## src/rtl/fifo_pkg.sv

```systemverilog
// Shared sizing helpers and defaults for the single-clock FIFO family.
package fifo_pkg;

    localparam int unsigned RST_DO_DEFAULT = 0;

    // Pointers carry one extra wrap bit so full and empty can be told apart.
    function automatic int unsigned ptr_w(input int unsigned aw);
        return aw + 1;
    endfunction

    function automatic int unsigned depth(input int unsigned aw);
        return 32'(1) << aw;
    endfunction

endpackage

```

## src/rtl/sync_fifo_ctrl_if.sv

```systemverilog
// Handshake, status and configuration bundle for sync_fifo_ctrl.
// The read-data signal is named dout because do is a reserved word.
interface sync_fifo_ctrl_if
    import fifo_pkg::*;
#(
    parameter int unsigned DW = 8,
    parameter int unsigned AW = 3
);
    localparam int unsigned PW = ptr_w(AW);

    logic          wr_en;
    logic [DW-1:0] di;
    logic          rd_en;
    logic [DW-1:0] dout;
    logic          do_valid;
    logic          full;
    logic          empty;
    logic          almost_full;
    logic          almost_empty;
    logic [PW-1:0] count;
    logic [PW-1:0] af_thresh;
    logic [PW-1:0] ae_thresh;
    logic          overflow;
    logic          underflow;
    logic          clr_err;

    modport master (
        output wr_en, di, rd_en, af_thresh, ae_thresh, clr_err,
        input  dout, do_valid, full, empty, almost_full, almost_empty,
               count, overflow, underflow
    );

    modport slave (
        input  wr_en, di, rd_en, af_thresh, ae_thresh, clr_err,
        output dout, do_valid, full, empty, almost_full, almost_empty,
               count, overflow, underflow
    );

endinterface

```

## src/rtl/fifo_storage.sv

```systemverilog
// Simple dual-port array: one write port, one registered read port with enable.
module fifo_storage
    import fifo_pkg::*;
#(
    parameter int unsigned DW = 8,
    parameter int unsigned AW = 3
) (
    input  logic          clk,
    input  logic          we,
    input  logic [AW-1:0] waddr,
    input  logic [DW-1:0] wdata,
    input  logic          re,
    input  logic [AW-1:0] raddr,
    output logic [DW-1:0] rdata
);
    localparam int unsigned DEPTH = depth(AW);

    logic [DW-1:0] mem [DEPTH];
    logic [DW-1:0] rdata_q;

    // Array and read register are intentionally not reset.
    always_ff @(posedge clk) begin
        if (we) mem[waddr] <= wdata;
        if (re) rdata_q <= mem[raddr];
    end

    assign rdata = rdata_q;

endmodule

```

## src/rtl/sync_fifo_ctrl.sv

```systemverilog
// Single-clock FIFO: pointers, occupancy, thresholds and sticky error flags.
// Define FWFT_EN for first-word-fall-through output; default is registered read.
module sync_fifo_ctrl
    import fifo_pkg::*;
#(
    parameter int unsigned   DW     = 8,
    parameter int unsigned   AW     = 3,
    parameter logic [DW-1:0] RST_DO = DW'(RST_DO_DEFAULT)
) (
    input logic             clk,
    input logic             rst,
    sync_fifo_ctrl_if.slave bus
);
    localparam int unsigned PW    = ptr_w(AW);
    localparam int unsigned DEPTH = depth(AW);

    logic [PW-1:0] wptr_q, wptr_d, rptr_q, rptr_d;
    logic [DW-1:0] byp_q, byp_d;
    logic          src_arr_q, src_arr_d;
    logic          do_valid_q, do_valid_d;
    logic          ovf_q, ovf_d, unf_q, unf_d;

    logic          mem_we, mem_re, wr_acc;
    logic [DW-1:0] mem_rdata;
    logic [PW-1:0] arr_cnt, count_c;
    logic          arr_empty, full_c, empty_c;

    assign arr_cnt   = wptr_q - rptr_q;
    assign arr_empty = (wptr_q == rptr_q);

`ifdef FWFT_EN
    logic pop, ld;

    // Occupancy includes the word parked in the output register.
    assign count_c = arr_cnt + PW'(do_valid_q);
    assign full_c  = (count_c == PW'(DEPTH));
    assign empty_c = !do_valid_q;
`else
    assign count_c = arr_cnt;
    assign full_c  = ((wptr_q ^ rptr_q) == {1'b1, {AW{1'b0}}});
    assign empty_c = arr_empty;
`endif

    always_comb begin
        wptr_d     = wptr_q;
        rptr_d     = rptr_q;
        byp_d      = byp_q;
        src_arr_d  = src_arr_q;
        mem_we     = 1'b0;
        mem_re     = 1'b0;
        wr_acc     = bus.wr_en && !full_c;
`ifdef FWFT_EN
        do_valid_d = do_valid_q;
        pop        = bus.rd_en && do_valid_q;
        ld         = !do_valid_q || pop;
        // Refill the head from the array, or straight from di when the array is empty.
        if (ld) begin
            if (!arr_empty) begin
                mem_re     = 1'b1;
                rptr_d     = rptr_q + PW'(1);
                src_arr_d  = 1'b1;
                do_valid_d = 1'b1;
            end else if (wr_acc) begin
                byp_d      = bus.di;
                src_arr_d  = 1'b0;
                do_valid_d = 1'b1;
            end else begin
                do_valid_d = 1'b0;
            end
        end
        if (wr_acc && !(ld && arr_empty)) begin
            mem_we = 1'b1;
            wptr_d = wptr_q + PW'(1);
        end
`else
        do_valid_d = 1'b0;
        if (bus.rd_en && !empty_c) begin
            mem_re     = 1'b1;
            rptr_d     = rptr_q + PW'(1);
            src_arr_d  = 1'b1;
            do_valid_d = 1'b1;
        end
        if (wr_acc) begin
            mem_we = 1'b1;
            wptr_d = wptr_q + PW'(1);
        end
`endif
        // Set wins over clear.
        ovf_d = (ovf_q && !bus.clr_err) || (bus.wr_en && full_c);
        unf_d = (unf_q && !bus.clr_err) || (bus.rd_en && empty_c);
    end

    always_ff @(posedge clk or posedge rst) begin
        if (rst) begin
            wptr_q     <= '0;
            rptr_q     <= '0;
            byp_q      <= RST_DO;
            src_arr_q  <= 1'b0;
            do_valid_q <= 1'b0;
            ovf_q      <= 1'b0;
            unf_q      <= 1'b0;
        end else begin
            wptr_q     <= wptr_d;
            rptr_q     <= rptr_d;
            byp_q      <= byp_d;
            src_arr_q  <= src_arr_d;
            do_valid_q <= do_valid_d;
            ovf_q      <= ovf_d;
            unf_q      <= unf_d;
        end
    end

    fifo_storage #(.DW(DW), .AW(AW)) u_storage (
        .clk   (clk),
        .we    (mem_we),
        .waddr (wptr_q[AW-1:0]),
        .wdata (bus.di),
        .re    (mem_re),
        .raddr (rptr_q[AW-1:0]),
        .rdata (mem_rdata)
    );

    // Until the first array read after reset, dout shows the reset/bypass word.
    assign bus.dout         = src_arr_q ? mem_rdata : byp_q;
    assign bus.do_valid     = do_valid_q;
    assign bus.full         = full_c;
    assign bus.empty        = empty_c;
    assign bus.count        = count_c;
    assign bus.almost_full  = (count_c >= bus.af_thresh);
    assign bus.almost_empty = (count_c <= bus.ae_thresh);
    assign bus.overflow     = ovf_q;
    assign bus.underflow    = unf_q;

endmodule
```

## src/flat_wrapper.sv

```systemverilog
// flat-port wrapper written by rule: the top's interface ports become plain ports
module sync_fifo_ctrl_flat import fifo_pkg::*;
#(
    parameter int unsigned   DW     = 8,
    parameter int unsigned   AW     = 3,
    parameter logic [DW-1:0] RST_DO = DW'(RST_DO_DEFAULT)
)
  (clk, rst, bus_wr_en, bus_di, bus_rd_en, bus_af_thresh, bus_ae_thresh, bus_clr_err, bus_dout, bus_do_valid, bus_full, bus_empty, bus_almost_full, bus_almost_empty, bus_count, bus_overflow, bus_underflow);
  sync_fifo_ctrl_if #(.DW(DW), .AW(AW)) bus_i ();
  input logic clk;
  input logic rst;
  input wire logic [$bits(bus_i.wr_en)-1:0] bus_wr_en;
  input wire logic [$bits(bus_i.di)-1:0] bus_di;
  input wire logic [$bits(bus_i.rd_en)-1:0] bus_rd_en;
  input wire logic [$bits(bus_i.af_thresh)-1:0] bus_af_thresh;
  input wire logic [$bits(bus_i.ae_thresh)-1:0] bus_ae_thresh;
  input wire logic [$bits(bus_i.clr_err)-1:0] bus_clr_err;
  output wire logic [$bits(bus_i.dout)-1:0] bus_dout;
  output wire logic [$bits(bus_i.do_valid)-1:0] bus_do_valid;
  output wire logic [$bits(bus_i.full)-1:0] bus_full;
  output wire logic [$bits(bus_i.empty)-1:0] bus_empty;
  output wire logic [$bits(bus_i.almost_full)-1:0] bus_almost_full;
  output wire logic [$bits(bus_i.almost_empty)-1:0] bus_almost_empty;
  output wire logic [$bits(bus_i.count)-1:0] bus_count;
  output wire logic [$bits(bus_i.overflow)-1:0] bus_overflow;
  output wire logic [$bits(bus_i.underflow)-1:0] bus_underflow;
  assign bus_i.wr_en = bus_wr_en;
  assign bus_i.di = bus_di;
  assign bus_i.rd_en = bus_rd_en;
  assign bus_i.af_thresh = bus_af_thresh;
  assign bus_i.ae_thresh = bus_ae_thresh;
  assign bus_i.clr_err = bus_clr_err;
  assign bus_dout = bus_i.dout;
  assign bus_do_valid = bus_i.do_valid;
  assign bus_full = bus_i.full;
  assign bus_empty = bus_i.empty;
  assign bus_almost_full = bus_i.almost_full;
  assign bus_almost_empty = bus_i.almost_empty;
  assign bus_count = bus_i.count;
  assign bus_overflow = bus_i.overflow;
  assign bus_underflow = bus_i.underflow;
  sync_fifo_ctrl #(.DW(DW), .AW(AW), .RST_DO(RST_DO)) u_core (.clk(clk), .rst(rst), .bus(bus_i));
endmodule
```

## config.mk

```make
export PLATFORM = sky130hd
export DESIGN_NAME = sync_fifo_ctrl_flat
export DESIGN_NICKNAME = d
export VERILOG_FILES = /design/src/rtl/fifo_pkg.sv /design/src/rtl/sync_fifo_ctrl_if.sv /design/src/rtl/fifo_storage.sv /design/src/rtl/sync_fifo_ctrl.sv /design/src/flat_wrapper.sv
export SDC_FILE = /design/constraint.sdc
export NUM_CORES = 1
export LEC_CHECK = 0
export CAP_MARGIN = 20
export CORE_MARGIN = 3
export CORE_UTILIZATION = 25
export DETAILED_ROUTE_END_ITERATION = 10
export GPL_TIMING_DRIVEN = 0
export PLACE_DENSITY = 0.45
export SYNTH_ARGS = -nofsm -noshare
export SYNTH_HDL_FRONTEND = slang
export SYNTH_SLANG_ARGS = --single-unit
```

## constraint.sdc

```tcl
create_clock -name clk -period 2.96 [get_ports clk]
set_input_delay 0.444 -clock clk [delete_from_list [all_inputs] [get_ports clk]]
set_output_delay 0.444 -clock clk [all_outputs]
set_load 0.02 [all_outputs]
```

* Word-level counts from Yosys, hierarchy flattened
Memories as Yosys holds them, arrays and structs flattened. A register that Yosys moved wholly into a read port is not among the register bits. Cells that the tools add are included.
Storage, ports and cells: memories kept 1, flip-flop bits (word level) 12, output and inout port bits 19, bits in writable memories 64, logic and storage cells 31
Operators by class: order comparisons 2, muxes and demuxes 5, $add $sub $neg 3, bitwise logic cells 1, reductions and logical operators 11, equality and inequality tests 2
Memories:
- u_core.u_storage.mem | depth 8, bits a word 8, rd ports 1, clocked after Yosys merged registers in 1, wr ports 1, RTL line fifo_storage.sv:18 | logic [DW-1:0] mem [DEPTH];
Operators by type and width (number):
- $add 4x1->4 const B | 2
- $mux 8 | 1
- $logic_and 1x1->1 | 6
- $eq 4x4->1 | 1
- $eq 4x4->1 const B | 1
- $ge 4x4->1 | 1
- $le 4x4->1 | 1
- $mux 1 | 4
- $sub 4x4->4 | 1
- $xor 4x4->4 | 1
- $logic_not 1->1 | 3
- $logic_or 1x1->1 | 2

* Depth between registers and ports, before layout
Gate-level depths: netlist of run 1.
depth after elaboration 7, mapped depth 11

* By module
A second synthesis of run 1 with hierarchy kept.
Unflattened totals: cells, all modules 205, area, all modules 3647.2 sq um
Modules (own cells, without submodules):
- fifo_storage | cells each 114, instances 1, area an instance 2771.4 sq um
- sync_fifo_ctrl | cells each 91, instances 1, area an instance 875.8 sq um

* Worst setup path before layout of run 1
OpenSTA, ideal clock, no wires.
path type flip-flop to output port, from register u_core.rptr_q[1], to output port bus_almost_empty, slack 0 ps, arrival 2516 ps, required time 2516 ps, stages on the path, launching flop included 11, path buffers 2, cell sequence dfrtp_1 > buf_2 > buf_2 > inv_1 > ha_1 > a21o_1 > a21oi_1 > xnor2_1 > ha_1 > nand2_1 > o21ai_0
On the way: longest elaborated chain between the ends 2
Ends and longest elaborated chain:
- from (decl) | RTL line sync_fifo_ctrl.sv:17 | logic [PW-1:0] wptr_q, wptr_d, rptr_q, rptr_d;
- from (signal assigned) | RTL line sync_fifo_ctrl.sv:104 | rptr_q <= rptr_d;
- $sub 4x4->4 | RTL line sync_fifo_ctrl.sv:28 | assign arr_cnt = wptr_q - rptr_q;
- via bus_count[3] | RTL line flat_wrapper.sv:24 | output wire logic [$bits(bus_i.count)-1:0] bus_count;
- $le 4x4->1 | RTL line sync_fifo_ctrl.sv:130 | assign bus.almost_empty = (count_c <= bus.ae_thresh);
- to (decl) | RTL line flat_wrapper.sv:23 | output wire logic [$bits(bus_i.almost_empty)-1:0] bus_almost_empty;
The timed path passes the listed nets, and every way through them passes these cells.

* Final worst setup path of run 1
from register u_core.rptr_q[1], to output port bus_almost_empty
On the way: longest elaborated chain between the ends 2
Ends and longest elaborated chain (RTL line):
- $sub 4x4->4 | sync_fifo_ctrl.sv:28
- $le 4x4->1 | sync_fifo_ctrl.sv:130
No other way between the ends.

==> results.sh, run 1 <==
export IMPL_io_buffers=39
export IMPL_htreeDepth=3
export IMPL_synth_warnings=0
export IMPL_ant_nets=0
export IMPL_globalplace_congestion=0.669
export IMPL_die_h_um=126
export IMPL_synth_nets=256
export IMPL_crit_family="compound AO/OA/AOI/OAI gates"
export IMPL_coreArea_um2=14000
export IMPL_total_leakage_power_nw=1.77
export IMPL_r2r_slack_ns=0.42
export IMPL_grt_start_max_net_pins=16
export IMPL_grt_use_total=0.0972
export IMPL_cpMaxStageDelayCell="dfrtp_1"
export IMPL_met2_usage=0.156
export IMPL_rows=43
export IMPL_synth_top_area_share=0.597
export IMPL_syn_inst=221
export IMPL_routed_wl_um=7340
export IMPL_yosysSeqAreaShare=0.680
export IMPL_top_usage_layer="met2"
export IMPL_cp_required_ns=2.52
export IMPL_reg2reg_from="u_core.rptr_q[2]"
export IMPL_cts_sinks=84
export IMPL_rsz0062_at_grt="true"
export IMPL_r2r_end="u_core.u_storage.mem[4][4]"
export IMPL_fin_skew_ns=0.00473
export IMPL_synth_seq_cells=84
export IMPL_clkTransAtPathRegs_ns=0.06
export IMPL_yosysTopAreaCell="edfxtp_1"
export IMPL_synthTopCellsByArea="edfxtp_1, dfrtp_1, mux4_2"
export IMPL_cts_tree="built"
export IMPL_cp_cell_sequence="buf_6 -> inv_2 -> ha_1 -> a21o_1 -> a21oi_2 -> xnor2_2 -> ha_1 -> a21oi_1 -> o21ai_1 -> o21ai_1 -> buf_4"
export IMPL_drcViolationCount=0
export IMPL_synth_edf_count=72
export IMPL_worst_slew_pin_slew_ns=0.982
export IMPL_path_max_fanout=10
export IMPL_drive_gt1_frac=0.230
export IMPL_syn_to_final_growth_pct=31.3
export IMPL_vias=1905
export IMPL_period_share=0.956
export IMPL_numCtsBuffers=9
export IMPL_dp_hpwl_um=5080
export IMPL_start_util=0.258
export IMPL_run_status="completed"
export IMPL_io_pins=40
export IMPL_use_met1=0.126
export IMPL_synthFlopType="edfxtp_1"
export IMPL_clk_latency_ns=0.33
export IMPL_drv_slew=0
export IMPL_synth_cell_types=33
export IMPL_setup_violations=0
export IMPL_grt_pass1_vias=2000
export IMPL_tns_ns=0
export IMPL_grt_pass1_wl_um=11600
export IMPL_drt_pass1_iterations=3
export IMPL_async_flop_share=0.143
export IMPL_path_depth=11
export IMPL_die_w_um=126
export IMPL_postSynthAreaPerCell_um2=16.4
export IMPL_viasPerCell=4.04
export IMPL_grt_overflow=0
export IMPL_routedWlPerCell_um=15.6
export IMPL_end_kind="primary output"
export IMPL_max_cap_viol_count=0
export IMPL_r2r_cells=8
export IMPL_dieArea_um2=16000
export IMPL_syn_cell_area_um2=3620
export IMPL_power_density_nw_per_um2=1200
export IMPL_antenna_found_initial=0
export IMPL_clockBufferDepth=2
export IMPL_hold_slack_ns=0.452
export IMPL_slew_limit_headroom=0.343
export IMPL_root_buffer="clkbuf_16"
export IMPL_drt_iter0_drc=143
export IMPL_ctsHoldBuffers=0
export IMPL_fin_nets=321
export IMPL_timing_hold_violations_final=0
export IMPL_n_antenna_cell=0
export IMPL_crit_arrival_ns=2.38
export IMPL_critPathMaxStageDelay_ns=0.36
export IMPL_total_power_mw=5.69
export IMPL_cp_buffers_inverters=3
export IMPL_finalCriticalPeriod_ns=2.83
export IMPL_critPathLaunchType="flip-flop"
export IMPL_hp_class="in -> async"
export IMPL_clock_fmax_mhz=353
export IMPL_vdd_drop_max_mv=0.383
export IMPL_globalRouteMet3Util=0.0215
export IMPL_crit_type="reg -> out"
cell usage after synthesis (2+ instances only):
cell type	number
xor2_1	3
o21ai_0	4
nor2_1	6
inv_1	17
xnor2_1	6
nand2_1	30
mux4_2	9
buf_2	3
and2_1	8
a21oi_1	4
nor3_1	4
dfrtp_1	12
nand2b_1	2
inv_2	2
ha_1	13
edfxtp_1	72
nor2_2	2
mux4_1	7
nand3_1	3
cell families (layout without fill, tap and decap cells):
group | after synthesis | count (layout) | synth area share
adders and majority gates | 14 | 14 | 0.0504
buffers and inverters | 24 | 94 | 0.0325
AOI/OAI and AO/OA | 13 | 13 | 0.0224
and+or+nand+nor | 58 | 58 | 0.0749
xor gates and xnor gates | 10 | 10 | 0.0262
muxes | 18 | 18 | 0.114
DFF | 84 | 84 | 0.680
stage by stage:
| stage | std cells | instance area [um^2] | setup slack [ns] | utilization |
|---|---|---|---|---|
| after floorplan | 221 | 3620 | 0.0230 | - |
| after global placement | 440 | 4240 | -1.28 | 0.302 |
| after detailed placement | 445 | 4300 | -0.682 | 0.306 |
| after CTS | 463 | 4700 | -0.0251 | 0.334 |
| after global routing | 471 | 4760 | -0.0245 | 0.339 |
| final | 471 | 4760 | 0.131 | 0.339 |
worst register-to-register path: cells and delay by family (launching register included):
kind,cells,cell delay (ns)
adder cells (fa/ha/maj),1,0.29
buffers and inverters,3,0.60
flip-flops,1,0.36
AND/OR/NAND/NOR,4,0.99
state kept, by name, summed over array words and instances, names as in the netlist:
signal,flops
u_core.wptr_q,4
u_core.src_arr_q,1
u_core.u_storage.rdata,8
u_core.rptr_q,4
u_core.bus.do_valid,1
u_core.bus.overflow,1
u_core.bus.underflow,1
u_core.u_storage.mem,64
power breakdown:
group          internal (mW)  switching (mW)
Combinational           1.27            1.40
Clock                  0.832           0.465
Sequential              1.61           0.127
Total                   3.70            1.99
how the worst max path moves through the flow:
stage	slack [ns]	startpoint	to
floorplan	0.02	u_core.rptr_q[1]	bus_almost_empty
global placement	-1.28	u_core.rptr_q[1]	u_core.u_storage.mem[0][7]
detailed placement	-0.68	u_core.rptr_q[1]	bus_almost_empty
CTS	-0.03	u_core.rptr_q[1]	bus_almost_empty
global route	-0.02	u_core.rptr_q[1]	bus_almost_empty
finish	0.13	u_core.rptr_q[1]	bus_almost_empty
layer usage:
layer	part of all wire	vias to the layer above
li1	-	944
met1	0.46	925
met2	0.50	27
met3	0.025	9
met4	0.015	0
met5	0	-
repair_timing:
| action | 4_1_cts | 5_1_grt |
|---|---|---|
| endpoints found under the setup margin | 36 | 7 |
| buffers inserted | 2 | 9 |
| resized for setup | 23 | 6 |
| endpoints found under the hold margin | 0 | 0 |
| pin swaps | 4 | 3 |
cells in the final DEF, fill, tap and decap left out, types with 2 or more instances in the layout:
cell and count:
nand3_1 3, dfrtp_2 2, ha_1 13, inv_2 2
a21oi_1 3, edfxtp_1 72, nand2b_1 2, clkbuf_16 9
buf_6 5, xor2_1 3, nor2_1 6, o21ai_1 4
nand2_1 30, inv_1 16, mux4_1 7, buf_4 15
dfrtp_1 10, xnor2_1 5, mux4_2 9, nor3_2 4
and2_1 8, bufinv_16 3, clkdlybuf4s50_1 36, nor2_2 2
area by class of cell:
cell class / instances / area, um^2
Buffer: 4 / 50.0
Clock buffer: 9 / 225
Clock inverter: 7 / 123
Fill cell: 1319 / 9280
Inverter: 19 / 73.8
Multi-Input combinational cell: 113 / 1080
Sequential cell: 84 / 2460
Tap cell: 180 / 225
Timing Repair Buffer: 55 / 513
(Power assumes the default switching activity.)
==> inputs of run 2 (changes only) <==
--- a/config.mk
+++ b/config.mk
@@ -8,6 +8,7 @@
 export CAP_MARGIN = 20
 export CORE_MARGIN = 3
 export CORE_UTILIZATION = 25
+export CTS_CLUSTER_SIZE = 25
 export DETAILED_ROUTE_END_ITERATION = 10
 export GPL_TIMING_DRIVEN = 0
 export PLACE_DENSITY = 0.45
==> results of run 2 <==
Same layout as run 1: the final DEF is identical, and so are final timing and power.
==> inputs of run 3 (changes only) <==
--- a/config.mk
+++ b/config.mk
@@ -12,6 +12,7 @@
 export DETAILED_ROUTE_END_ITERATION = 10
 export GPL_TIMING_DRIVEN = 0
 export PLACE_DENSITY = 0.45
+export SLEW_MARGIN = 20
 export SYNTH_ARGS = -nofsm -noshare
 export SYNTH_HDL_FRONTEND = slang
 export SYNTH_SLANG_ARGS = --single-unit
==> run 3 against run 2 <==
Compared with the run above:
- first-iteration DRC count fell by 29%
- via count increased by 0.89%
- highest routed layer unchanged
- sequential cell count unchanged
- total power shrank 3.3%
- clock skew about the same
- critical path depth unchanged
- non-clock buffer count is 9 lower
- clock power down 15%
- die area unchanged
- sequential share of layout area rose by 1.0 points
- sequential power is essentially flat
- critical path type unchanged
==> results.sh, run 3 (synthesis gave the netlist of run 1 again) <==
export IMPL_run_status="completed"
export IMPL_clockBufferDepth=2
export IMPL_period_share=0.945
export IMPL_globalplace_congestion=0.669
export IMPL_critPathLaunchType="flip-flop"
export IMPL_drv_slew=0
export IMPL_n_antenna_cell=0
export IMPL_cpMaxStageDelayCell="dfrtp_1"
export IMPL_pwr_share_comb=0.483
export IMPL_max_cap_viol_count=0
export IMPL_syn_to_final_growth_pct=28.9
export IMPL_viasPerCell=4.17
export IMPL_vdd_drop_max_mv=0.369
export IMPL_drt_pass1_iterations=4
export IMPL_cp_required_ns=2.52
export IMPL_htreeDepth=3
export IMPL_cp_buffers_inverters=3
export IMPL_largest_reg_flops=64
export IMPL_pwr_share_clk=0.200
export IMPL_io_buffers=39
export IMPL_rsz0062_at_grt="false"
export IMPL_grt_start_max_net_pins=15
export IMPL_final_common_cell="edfxtp_1"
export IMPL_ant_nets=0
export IMPL_cts_tree="built"
export IMPL_critPathLaunch="u_core.rptr_q[1]"
export IMPL_switchingPower_mw=1.99
export IMPL_die_h_um=126
export IMPL_total_power_mw=5.51
export IMPL_drt_iter0_drc=102
export IMPL_end_kind="primary output"
export IMPL_place_ws_ns=-0.699
export IMPL_reg2reg_from="u_core.rptr_q[2]"
export IMPL_routed_wl_um=7230
export IMPL_pwr_share_seq=0.317
export IMPL_cp_cell_sequence="buf_12 -> inv_8 -> ha_4 -> a21o_1 -> a21oi_2 -> xnor2_2 -> ha_1 -> a21oi_2 -> o21ai_1 -> o21ai_1 -> buf_4"
export IMPL_crit_type="reg -> out"
export IMPL_timing_hold_violations_final=0
export IMPL_drive_gt1_frac=0.214
export IMPL_ctsHoldBuffers=0
export IMPL_path_max_fanout=10
export IMPL_root_buffer="clkbuf_16"
export IMPL_antenna_found_initial=0
export IMPL_regMostFlops="u_core.u_storage.mem"
export IMPL_clkTransAtPathRegs_ns=0.06
export IMPL_grt_overflow=0
export IMPL_setup_ws_ns=0.161
export IMPL_finalCriticalPeriod_ns=2.80
export IMPL_rows=43
export IMPL_crit_family="compound AO/OA/AOI/OAI gates"
export IMPL_drcViolationCount=0
export IMPL_numCtsBuffers=9
export IMPL_crit_arrival_ns=2.35
export IMPL_power_share_switching=0.361
export IMPL_clk_latency_ns=0.33
export IMPL_coreArea_um2=14000
export IMPL_start_util=0.258
export IMPL_hp_class="in -> async"
export IMPL_fin_skew_ns=0.00478
export IMPL_internal_power_mw=3.52
export IMPL_setup_violations=0
export IMPL_routedWlPerCell_um=15.7
export IMPL_slew_limit_headroom=0.347
export IMPL_clock_fmax_mhz=357
export IMPL_final_cell_mix="edfxtp_1, clkdlybuf4s50_1, nand2_1"
export IMPL_dp_hpwl_um=4980
export IMPL_grt_use_total=0.0953
export IMPL_fin_nets=312
export IMPL_power_density_nw_per_um2=1180
export IMPL_cts_sinks=84
export IMPL_critPathMaxStageDelay_ns=0.43
export IMPL_total_leakage_power_nw=1.71
export IMPL_vias=1922
export IMPL_die_w_um=126
export IMPL_grt_pass1_vias=1996
export IMPL_dieArea_um2=16000
export IMPL_grt_pass1_wl_um=11500
export IMPL_worst_slew_pin_slew_ns=0.976
export IMPL_io_pins=40
==> run 3: changes by cell type in the layout (fill, tap and decap cells not counted), moves of 2 or more <==
cell	change
buf_4	-7
buf_6	-2
bufinv_16	-2
clkinvlp_4	+2
==> run 3: per-stage QoR <==
| stage | instances | TNS, ns | instance area [um^2] | util | hold WS, ns |
|---|---|---|---|---|---|
| after floorplan | 221 | 0 | 3620 | - | 0.309 |
| after global placement | 440 | -30.99 | 4240 | 0.302 | 0.518 |
| after detailed placement | 443 | -3.24 | 4300 | 0.306 | 0.523 |
| after CTS | 460 | -0.00523 | 4660 | 0.332 | 0.473 |
| after global routing | 461 | 0 | 4670 | 0.333 | 0.503 |
| final | 461 | 0 | 4670 | 0.333 | 0.455 |
==> run 3: layout make-up <==
cell class	count	area (um^2)
clock inverter	5	62.6
buffer	4	58.8
sequential	84	2470
timing repair buffer	46	447
tap	180	225
fill	1328	9370
clock buffer	10	229
inverter	19	81.3
multi-input combinational	113	1100
==> run 3: power by group through the flow <==
stage          Clock [mW]  Sequential (mW)  Combinational [mW]
2_1_floorplan           0             1.75                1.59
3_3_place_gp            0             1.76                2.51
3_5_place_dp            0             1.77                2.54
4_1_cts              1.12             1.74                2.65
5_1_grt              1.17             1.77                2.95
6_report             1.10             1.74                2.66
==> run 3: worst paths after layout <==
kind / slack [ns] / end / cells after the start
worst max-delay path: 0.16 / bus_almost_empty / 11
worst min-delay path: 0.46 / u_core.bus.overflow / 2
worst max register to register: 0.41 / u_core.u_storage.mem[5][7] / 7
worst min register to register: 0.52 / u_core.bus.underflow / 2
max in group asynchronous: 2.13 / u_core.rptr_q[0] / 2
min in group clk: 0.52 / u_core.bus.underflow / 2
==> run 3: worst register-to-register path, delay by kind of cell (launching register included) <==
family / cells / cell delay, ns
flip-flops: 1 / 0.36
adder cells (fa/ha/maj): 1 / 0.29
buffers and inverters: 2 / 0.33
AND/OR/NAND/NOR: 4 / 1.20
==> run 3: layer usage <==
| layer | GRT usage | vias to the layer above | share of wire |
|---|---|---|---|
| li1 | - | 926 | - |
| met1 | 0.125 | 958 | 0.47 |
| met2 | 0.154 | 29 | 0.48 |
| met3 | 0.0215 | 9 | 0.025 |
| met4 | 0.0360 | 0 | 0.016 |
| met5 | 0 | - | 0 |
==> run 3: timing repair <==
| item | 4_1_cts | 5_1_grt |
|---|---|---|
| pin swaps | 5 | 6 |
| endpoints found under the hold margin | 0 | 0 |
| setup buffers | 2 | 2 |
| gates resized for setup | 28 | 7 |
| endpoints found under the setup margin | 36 | 2 |
